[src/rtl/display_pkg.sv]
// Shared display constants: driver modes, request kinds, scheduler states and
// the message codes the message converter also uses.
package display_pkg;

    localparam logic [1:0] MODE_TEXT    = 2'b00;
    localparam logic [1:0] MODE_NUM     = 2'b01;
    localparam logic [1:0] MODE_TEXTNUM = 2'b10;
    localparam logic [1:0] MODE_CLOCK   = 2'b11;

    localparam logic [1:0] KIND_TEXT    = 2'b00;
    localparam logic [1:0] KIND_NUM     = 2'b01;
    localparam logic [1:0] KIND_TEXTNUM = 2'b10;
    localparam logic [1:0] KIND_RSVD    = 2'b11;

    localparam logic [4:0] MSG_BLANK = 5'd0;
    localparam logic [4:0] MSG_HELLO = 5'd1;
    localparam logic [4:0] MSG_ERROR = 5'd2;
    localparam logic [4:0] MSG_ALARM = 5'd3;
    localparam logic [4:0] MSG_SET   = 5'd4;
    localparam logic [4:0] MSG_DONE  = 5'd5;
    localparam logic [4:0] MSG_FULL  = 5'd6;
    localparam logic [4:0] MSG_EMPTY = 5'd7;

    typedef enum logic {
        IDLE = 1'b0,
        SHOW = 1'b1
    } state_t;

    typedef struct packed {
        logic [1:0]  mode;
        logic [4:0]  code;
        logic [10:0] data;
    } msg_t;

    // Reserved kind falls back to plain text.
    function automatic logic [1:0] kind_to_mode(input logic [1:0] kind);
        logic [1:0] m;
        case (kind)
            KIND_NUM:     m = MODE_NUM;
            KIND_TEXTNUM: m = MODE_TEXTNUM;
            default:      m = MODE_TEXT;
        endcase
        return m;
    endfunction

endpackage

[src/rtl/sec_tick_gen.sv]
// One-second prescaler: tick is high during the last cycle of each second;
// restart holds the count at zero so a new second starts on release.
module sec_tick_gen #(
    parameter int CLK_FREQ = 100_000_000
) (
    input  logic clk,
    input  logic rst,
    input  logic restart,
    output logic tick
);

    localparam int CNT_W = (CLK_FREQ > 1) ? $clog2(CLK_FREQ) : 1;
    localparam logic [CNT_W-1:0] TERM = CNT_W'(CLK_FREQ - 1);

    logic [CNT_W-1:0] r_cnt;

    always_ff @(posedge clk or posedge rst) begin
        if (rst) begin
            r_cnt <= '0;
        end else if (restart || (r_cnt == TERM)) begin
            r_cnt <= '0;
        end else begin
            r_cnt <= r_cnt + CNT_W'(1);
        end
    end

    assign tick = (r_cnt == TERM);

endmodule

[src/rtl/display_scheduler.sv]
// Display scheduler: shows wall-clock by default and holds posted messages for
// HOLD_SEC seconds each. Define DISPLAY_PREEMPT_EN for replace-on-arrival.
module display_scheduler
    import display_pkg::*;
#(
    parameter int CLK_FREQ = 100_000_000,
    parameter int HOLD_SEC = 3
) (
    input  logic        clk,
    input  logic        rst,
    input  logic        msg_valid,
    output logic        msg_ready,
    input  logic [1:0]  msg_kind,
    input  logic [4:0]  msg_code,
    input  logic [10:0] msg_data,
    input  logic        msg_clear,
    output logic [1:0]  mode,
    output logic [4:0]  message_code,
    output logic [10:0] data,
    output logic        busy
);

    localparam int SEC_W = $clog2(HOLD_SEC + 1);
    localparam logic [SEC_W-1:0] SEC_LAST = SEC_W'(HOLD_SEC - 1);

    state_t           r_state, w_state_next;
    msg_t             r_show, w_show_next;
    msg_t             r_pend, w_pend_next;
    logic             r_pend_full, w_pend_full_next;
    logic [SEC_W-1:0] r_sec_cnt, w_sec_cnt_next;

    logic w_tick;
    logic w_restart;
    logic w_ready;
    logic w_accept;
    logic w_expire;
    msg_t w_in_msg;

    sec_tick_gen #(
        .CLK_FREQ(CLK_FREQ)
    ) u_sec_tick_gen (
        .clk     (clk),
        .rst     (rst),
        .restart (w_restart),
        .tick    (w_tick)
    );

`ifdef DISPLAY_PREEMPT_EN
    assign w_ready = !msg_clear;
`else
    assign w_ready = !r_pend_full && !msg_clear;
`endif

    assign w_accept = msg_valid && w_ready;
    assign w_expire = (r_state == SHOW) && w_tick && (r_sec_cnt == SEC_LAST);
    assign w_in_msg = '{mode: kind_to_mode(msg_kind), code: msg_code, data: msg_data};

    always_comb begin
        w_state_next     = r_state;
        w_show_next      = r_show;
        w_pend_next      = r_pend;
        w_pend_full_next = r_pend_full;
        w_sec_cnt_next   = r_sec_cnt;
        w_restart        = 1'b0;

        if (msg_clear) begin
            w_state_next     = IDLE;
            w_show_next.mode = MODE_CLOCK;
            w_pend_full_next = 1'b0;
            w_sec_cnt_next   = '0;
            w_restart        = 1'b1;
        end else begin
            case (r_state)
                IDLE: begin
                    // Prescaler parked at zero so the first second is a full one.
                    w_restart = 1'b1;
                    if (w_accept) begin
                        w_state_next   = SHOW;
                        w_show_next    = w_in_msg;
                        w_sec_cnt_next = '0;
                    end
                end
                SHOW: begin
                    if (w_tick) begin
                        w_sec_cnt_next = r_sec_cnt + SEC_W'(1);
                    end
`ifdef DISPLAY_PREEMPT_EN
                    if (w_accept) begin
                        w_show_next    = w_in_msg;
                        w_sec_cnt_next = '0;
                        w_restart      = 1'b1;
                    end else if (w_expire) begin
                        w_state_next     = IDLE;
                        w_show_next.mode = MODE_CLOCK;
                        w_sec_cnt_next   = '0;
                        w_restart        = 1'b1;
                    end
`else
                    if (w_expire) begin
                        w_sec_cnt_next = '0;
                        w_restart      = 1'b1;
                        if (r_pend_full) begin
                            w_show_next      = r_pend;
                            w_pend_full_next = 1'b0;
                        end else if (w_accept) begin
                            // Hand over straight from the input; no clock frame in between.
                            w_show_next = w_in_msg;
                        end else begin
                            w_state_next     = IDLE;
                            w_show_next.mode = MODE_CLOCK;
                        end
                    end else if (w_accept) begin
                        w_pend_next      = w_in_msg;
                        w_pend_full_next = 1'b1;
                    end
`endif
                end
                default: begin
                    w_state_next = IDLE;
                end
            endcase
        end
    end

    always_ff @(posedge clk or posedge rst) begin
        if (rst) begin
            r_state     <= IDLE;
            r_show      <= '{mode: MODE_CLOCK, code: 5'd0, data: 11'd0};
            r_pend      <= '0;
            r_pend_full <= 1'b0;
            r_sec_cnt   <= '0;
        end else begin
            r_state     <= w_state_next;
            r_show      <= w_show_next;
            r_pend      <= w_pend_next;
            r_pend_full <= w_pend_full_next;
            r_sec_cnt   <= w_sec_cnt_next;
        end
    end

    assign msg_ready    = w_ready;
    assign mode         = r_show.mode;
    assign message_code = r_show.code;
    assign data         = r_show.data;
    assign busy         = (r_state == SHOW);

endmodule

[config.mk]
export PLATFORM = sky130hd
export DESIGN_NAME = display_scheduler
export DESIGN_NICKNAME = d
export VERILOG_FILES = /design/src/rtl/display_pkg.sv /design/src/rtl/sec_tick_gen.sv /design/src/rtl/display_scheduler.sv
export SDC_FILE = /design/constraint.sdc
export NUM_CORES = 1
export LEC_CHECK = 0
export BUFFER_PORTS_ARGS = -buffer_cell sky130_fd_sc_hd__buf_4
export CELL_PAD_IN_SITES_DETAIL_PLACEMENT = 1
export CELL_PAD_IN_SITES_GLOBAL_PLACEMENT = 1
export CORE_ASPECT_RATIO = 0.7
export CORE_MARGIN = 3
export CORE_UTILIZATION = 49
export CTS_CLUSTER_SIZE = 25
export DETAILED_ROUTE_END_ITERATION = 6
export HOLD_SLACK_MARGIN = 0.02
export PLACE_DENSITY = 0.89
export SLEW_MARGIN = 10
export SYNTH_ARGS = -nofsm -noshare
export SYNTH_HDL_FRONTEND = slang
export SYNTH_SLANG_ARGS = --single-unit
[constraint.sdc]
create_clock -name clk -period 4.1 [get_ports clk]
set_input_delay 0.41 -clock clk [delete_from_list [all_inputs] [get_ports clk]]
set_output_delay 0.41 -clock clk [all_outputs]
set_load 0.005 [all_outputs]
### Word level (Yosys, flattened, before mapping)

Index checks and enable logic that the tools add are counted.
W data, S select, Z words.

| word-level totals | value |
|---|---|
| register bits | 67 |
| bits of input ports | 22 |
| output and inout port bits | 20 |
| word-level logic and storage cells | 65 |

| cells by class | value |
|---|---|
| $add $sub $neg | 2 |
| equality and inequality tests | 10 |
| multiplexer cells | 26 |
| bitwise logic cells | 3 |
| reductions and logical operators | 14 |

Operator list:

| operator | count |
|---|---|
| $mux W18 | 3 |
| $pmux W18 S2 | 1 |
| $add A27 B1 Y27 const B | 1 |
| $eq A27 B27 Y1 const B | 1 |
| $mux W27 | 1 |
| $mux W16 | 1 |
| $mux W2 | 6 |
| $mux W1 | 10 |
| $pmux W2 S2 | 2 |
| $reduce_and A4 Y1 | 2 |
| $reduce_and A2 Y1 | 3 |
| $eq A2 B2 Y1 const B | 2 |
| $logic_and A1 B1 Y1 | 4 |
| $ne A4 B2 Y1 const B | 1 |
| $pmux W1 S2 | 2 |
| $ne A3 B1 Y1 const B | 1 |
| $ne A3 B2 Y1 const B | 1 |
| $ne A3 B3 Y1 const B | 1 |
| $not A1 Y1 | 3 |
| $reduce_bool A3 Y1 | 1 |
| $add A2 B1 Y2 const B | 1 |
| $eq A2 B1 Y1 const B | 1 |
| $logic_not A1 Y1 | 2 |
| $ne A2 B1 Y1 const B | 1 |
| other kinds (3) | 3 |

### Depth between registers and ports, before layout

| logic depth | value |
|---|---|
| word-level depth | 8 |
| gate-level depth with buffers | 7 |
| gate-level depth less buffers | 6 |

### Modules after synthesis

A second synthesis with hierarchy kept.

| second synthesis, totals | value |
|---|---|
| cell total of the unflattened synthesis | 289 |
| area, all modules | 3385.7 um2 |

Modules (own cells, without submodules):

| module | times used | cells each | area an instance (um2) | seq. area each (um2) |
|---|---|---|---|---|
| display_scheduler | 1 | 135 | 1911.8 | 1003.5 |
| sec_tick_gen | 1 | 154 | 1473.9 | 675.6 |

### Worst setup path before layout

OpenSTA, ideal clock, no wires.

| timing path | value |
|---|---|
| path kind | register to register |
| start point | register u_sec_tick_gen.r_cnt[0] |
| end point | register r_show, in the netlist data[10] |
| library setup time | 0.125 ns |
| data arrival time | 2.266 ns |
| data required time | 3.975 ns |
| setup slack | 1.709 ns |
| cell stages (with the launch flop) | 8 |
| path buffers | 1 |
| period minus slack after synthesis | 2.391 ns |
| cell sequence | dfrtp_1 -> ha_1 -> nand3_1 -> nor4_2 -> nand3_2 -> a221oi_4 -> buf_6 -> mux2_2 |

| between the ends | value |
|---|---|
| word-level cells in the longest chain between the ends | 5 |

Ends and longest elaborated chain:

| item | line | text |
|---|---|---|
| from (decl) | sec_tick_gen.sv:15 | `logic [CNT_W-1:0] r_cnt;` |
| from (signal assigned) | sec_tick_gen.sv:23 | `r_cnt <= r_cnt + CNT_W'(1);` |
| $eq A27 B27 Y1 | sec_tick_gen.sv:27 | `assign tick = (r_cnt == TERM);` |
| $logic_and A1 B1 Y1 (2 in a row) | display_scheduler.sv:55 | `assign w_expire = (r_state == SHOW) && w_tick && (r_sec_cnt == SEC_LAST);` |
| $ne A2 B1 Y1 (no source line) | - |  |
| $reduce_and A4 Y1 (no source line) | - |  |
| to (signal assigned) | display_scheduler.sv:128 | `r_show <= '{mode: MODE_CLOCK, code: 5'd0, data: 11'd0};` |
| to (signal assigned) | display_scheduler.sv:134 | `r_show <= w_show_next;` |
| to (decl) | display_scheduler.sv:27 | `msg_t r_show, w_show_next;` |

Every way passes these cells.
A chain may end at the register's enable or synchronous reset.

### Final worst setup path

| timing path | value |
|---|---|
| start point | register u_sec_tick_gen.r_cnt[0] |
| end point | register r_show, in the netlist data[6] |

Same word-level chain as after synthesis.

==> impl_metrics.ini <==
[critical_path]
crit_fanout = 16
path_class = register to register
setup.worst_path.start = u_sec_tick_gen.r_cnt[0]
start_kind = register
slowest_delay_ns = 0.81
crit_path_cell_trace = ha_1 -> nand3_1 -> nor4_2 -> nand3_2 -> a221oi_4 -> mux2_2
cp-end-kind = register
crit_required_ns = 4.33
arrival_ns = 3.25
rr_startpoint = u_sec_tick_gen.r_cnt[0]
slowest_stage = a221oi_4

[floorplan]
die_y_um = 73.7
die_area_mm2 = 0.00757
num_rows = 23
coreArea_mm2 = 0.00601
die-width_um = 103
initial_core_util_pct = 53.3
ios = 42

[synth]
synth_edf_count = 0
synth_ff_type = dfrtp_1
avgSynthCellArea_um2 = 11.7
synth_area_mm2 = 0.00321
synth-seq-cells = 67
synth_top_cell_area_share_pct = 50.7
yosysTopAreaCell = dfrtp_1
yosysUniqueCellTypes = 39
synthArstFlopShare_pct = 100
syn_nets = 297
yosysWarnings = 0
synth_area_leaders = dfrtp_1 51%, mux2_2 19%, nor2_1 4.2%
ys_seq_area_share_pct = 52.4
syn_inst = 274

[status]
status = finished clean

[sta]
setup_tns_ns = 0
post-route-period-util_pct = 73.7
hold_slack_ns = 0.221
hold_violations = 0
maxSlewViolCount = 0
fmax_mhz = 331
setup-violations-final = 0
worst_pin_slew_ns = 0.953
rsz0062_at_grt = false
slew-limit-headroom_pct = 35.9
period_minus_slack_ns = 3.02
finalWorstSetupSlack_ns = 1.08
finClkSkew_ns = 0.0102

[cells_and_area]
multiInputGateArea_mm2 = 0.00148
syn2layout_area_growth_pct = 19.6
fin_area_mm2 = 0.00383
n_antenna_cell = 0
fillers = 643
fin_nets = 344
drive_gt1_share_pct = 37.4
ff_latch_area_mm2 = 0.00168

[detailed_routing]
drc = 0
drtPass1Iterations = 4
ant_nets = 0
initialDrtViolationCount = 116
wl_per_cell_um = 21.5
vias = 2385
viasPerCell = 5.95
wirelength_um = 8630

[power]
ir_drop_mv = 0.254
power_density_mw_per_mm2 = 449
p_leak_nw = 1.63
finalPower_mw = 1.72

[job]
maxCapViolCount = 0

[clock_network]
cts.sinks = 67
clkLatencyLatePin_ns = 0.35
post_cts_buffers = 0
cts_tree = done
clockBufferDepth = 2
cts_buffers = 9
cts_resized = 0
hold_buffers = 0
ctsHtreeMaxLevel = 3
cts_root_buf = clkbuf_8
clk_pin_slew_ns = 0.07

[place]
dp_slack_ns = 1.17
io_buffers = 41
dp_hpwl_um = 5810
dpl-instance-area_mm2 = 0.00359
gp_congestion = 0.879

[global_route]
grt_overflow = 0
grtUsageTotal_pct = 24.9
grt_pass1_vias = 2632
grt_pass1_wl_um = 13700
antenna_found_initial = 0
grt_max_degree = 36

[min_path]
min_path_type = input port to asynchronous set/reset pin
==> sequential cells by signal (all words and copies together), names as in the netlist <==
signal and count:
busy 1, data 11, message_code 5, mode 2, r_pend 18, r_pend_full 1
r_sec_cnt 2, u_sec_tick_gen.r_cnt 27
==> path summary, 6_finish.rpt <==
| check | cells after the start | slack (ns) | to |
|---|---|---|---|
| hold reg to reg | 1 | 0.50 | u_sec_tick_gen.r_cnt[0] |
| setup / recovery | 6 | 1.08 | data[6] |
| setup reg to reg | 6 | 1.08 | data[6] |
| hold / removal | 2 | 0.22 | u_sec_tick_gen.r_cnt[21] |
| max in group asynchronous | 3 | 2.93 | mode[1] |
| min in group clk | 2 | 0.30 | r_pend[8] |
==> kinds of logic (layout without fill, tap and decap cells) <==
| kind of cell | count (synthesis) | count (layout) | synth area share (%) |
|---|---|---|---|
| AO/OA/AOI/OAI | 12 | 12 | 3.08 |
| multiplexers | 53 | 53 | 18.6 |
| flip-flops | 67 | 67 | 52.4 |
| buffers and inverters | 11 | 63 | 1.56 |
| XOR/XNOR | 23 | 23 | 6.28 |
| adder cells (fa/ha/maj) | 1 | 1 | 0.390 |
| AND/OR/NAND/NOR | 107 | 107 | 17.7 |
==> synth_stat cells (3+ instances only) <==
master    instances
a21oi_1           3
clkbuf_1          5
dfrtp_1          65
inv_1             4
mux2_2           53
nand2_1          12
nand2b_1          3
nand3_1          10
nand4_1          13
nor2_1           36
nor2b_1           4
nor3_1            6
nor4_1            6
or3_1             3
xnor2_1          11
xor2_1           12
==> metal layers <==
metal / wire length, µm / part of all wire, % / GRT usage (%)
met4: 257 / 3.0 / 10.0
met2: 4270 / 49 / 41.3
met5: 0 / 0 / 0
met1: 3640 / 42 / 31.2
met3: 464 / 5.4 / 6.36
==> metrics by stage <==
step,util (%),instances
6_report,63.8,401
5_1_grt,63.8,401
4_1_cts,63.8,401
3_5_place_dp,59.7,385
3_3_place_gp,59.7,385
2_1_floorplan,-,274
==> critical path, delay by kind of cell, from the launching register on <==
family	cells	cell delay, ns
and+or+nand+nor	3	1.07
AOI/OAI and AO/OA	1	0.81
adders and majority gates	1	0.20
DFF	1	0.39
muxes	1	0.43
==> layout by cell type, fill, tap and decap left out, types with 2 or more instances in the layout <==
cell / Yosys / final
dfrtp_1: 65 / 65
nor4_1: 6 / 6
or3_1: 3 / 3
nor2b_1: 4 / 4
dfstp_2: 2 / 2
nand2b_1: 3 / 3
nand4_1: 13 / 13
nor2_1: 36 / 36
a31oi_1: 2 / 2
nor3_1: 6 / 6
nor4b_1: 2 / 2
and3_1: 2 / 2
clkbuf_8: 0 / 13
nand3_1: 10 / 10
nand2_1: 12 / 12
bufinv_16: 0 / 2
inv_1: 4 / 3
xnor2_1: 11 / 11
xor2_1: 12 / 12
mux2_2: 53 / 53
a21oi_1: 3 / 3
o21bai_1: 2 / 2
buf_4: 0 / 43
==> power breakdown <==
part	switching, mW	internal [mW]	leakage, nW
Combinational	0.0977	0.153	0.647
Sequential	0.0601	0.755	0.863
Clock	0.248	0.409	0.122
==> cell type report <==
cell class,instances,area share (%)
flip-flops and latches,67,43.8
multi-input cells,196,38.5
repair buffers,43,8.42
clock buffers,13,4.67
well taps,75,2.45
clock inverters,3,1.76
inverters,4,0.392
Power figures use the tool's default switching activity.
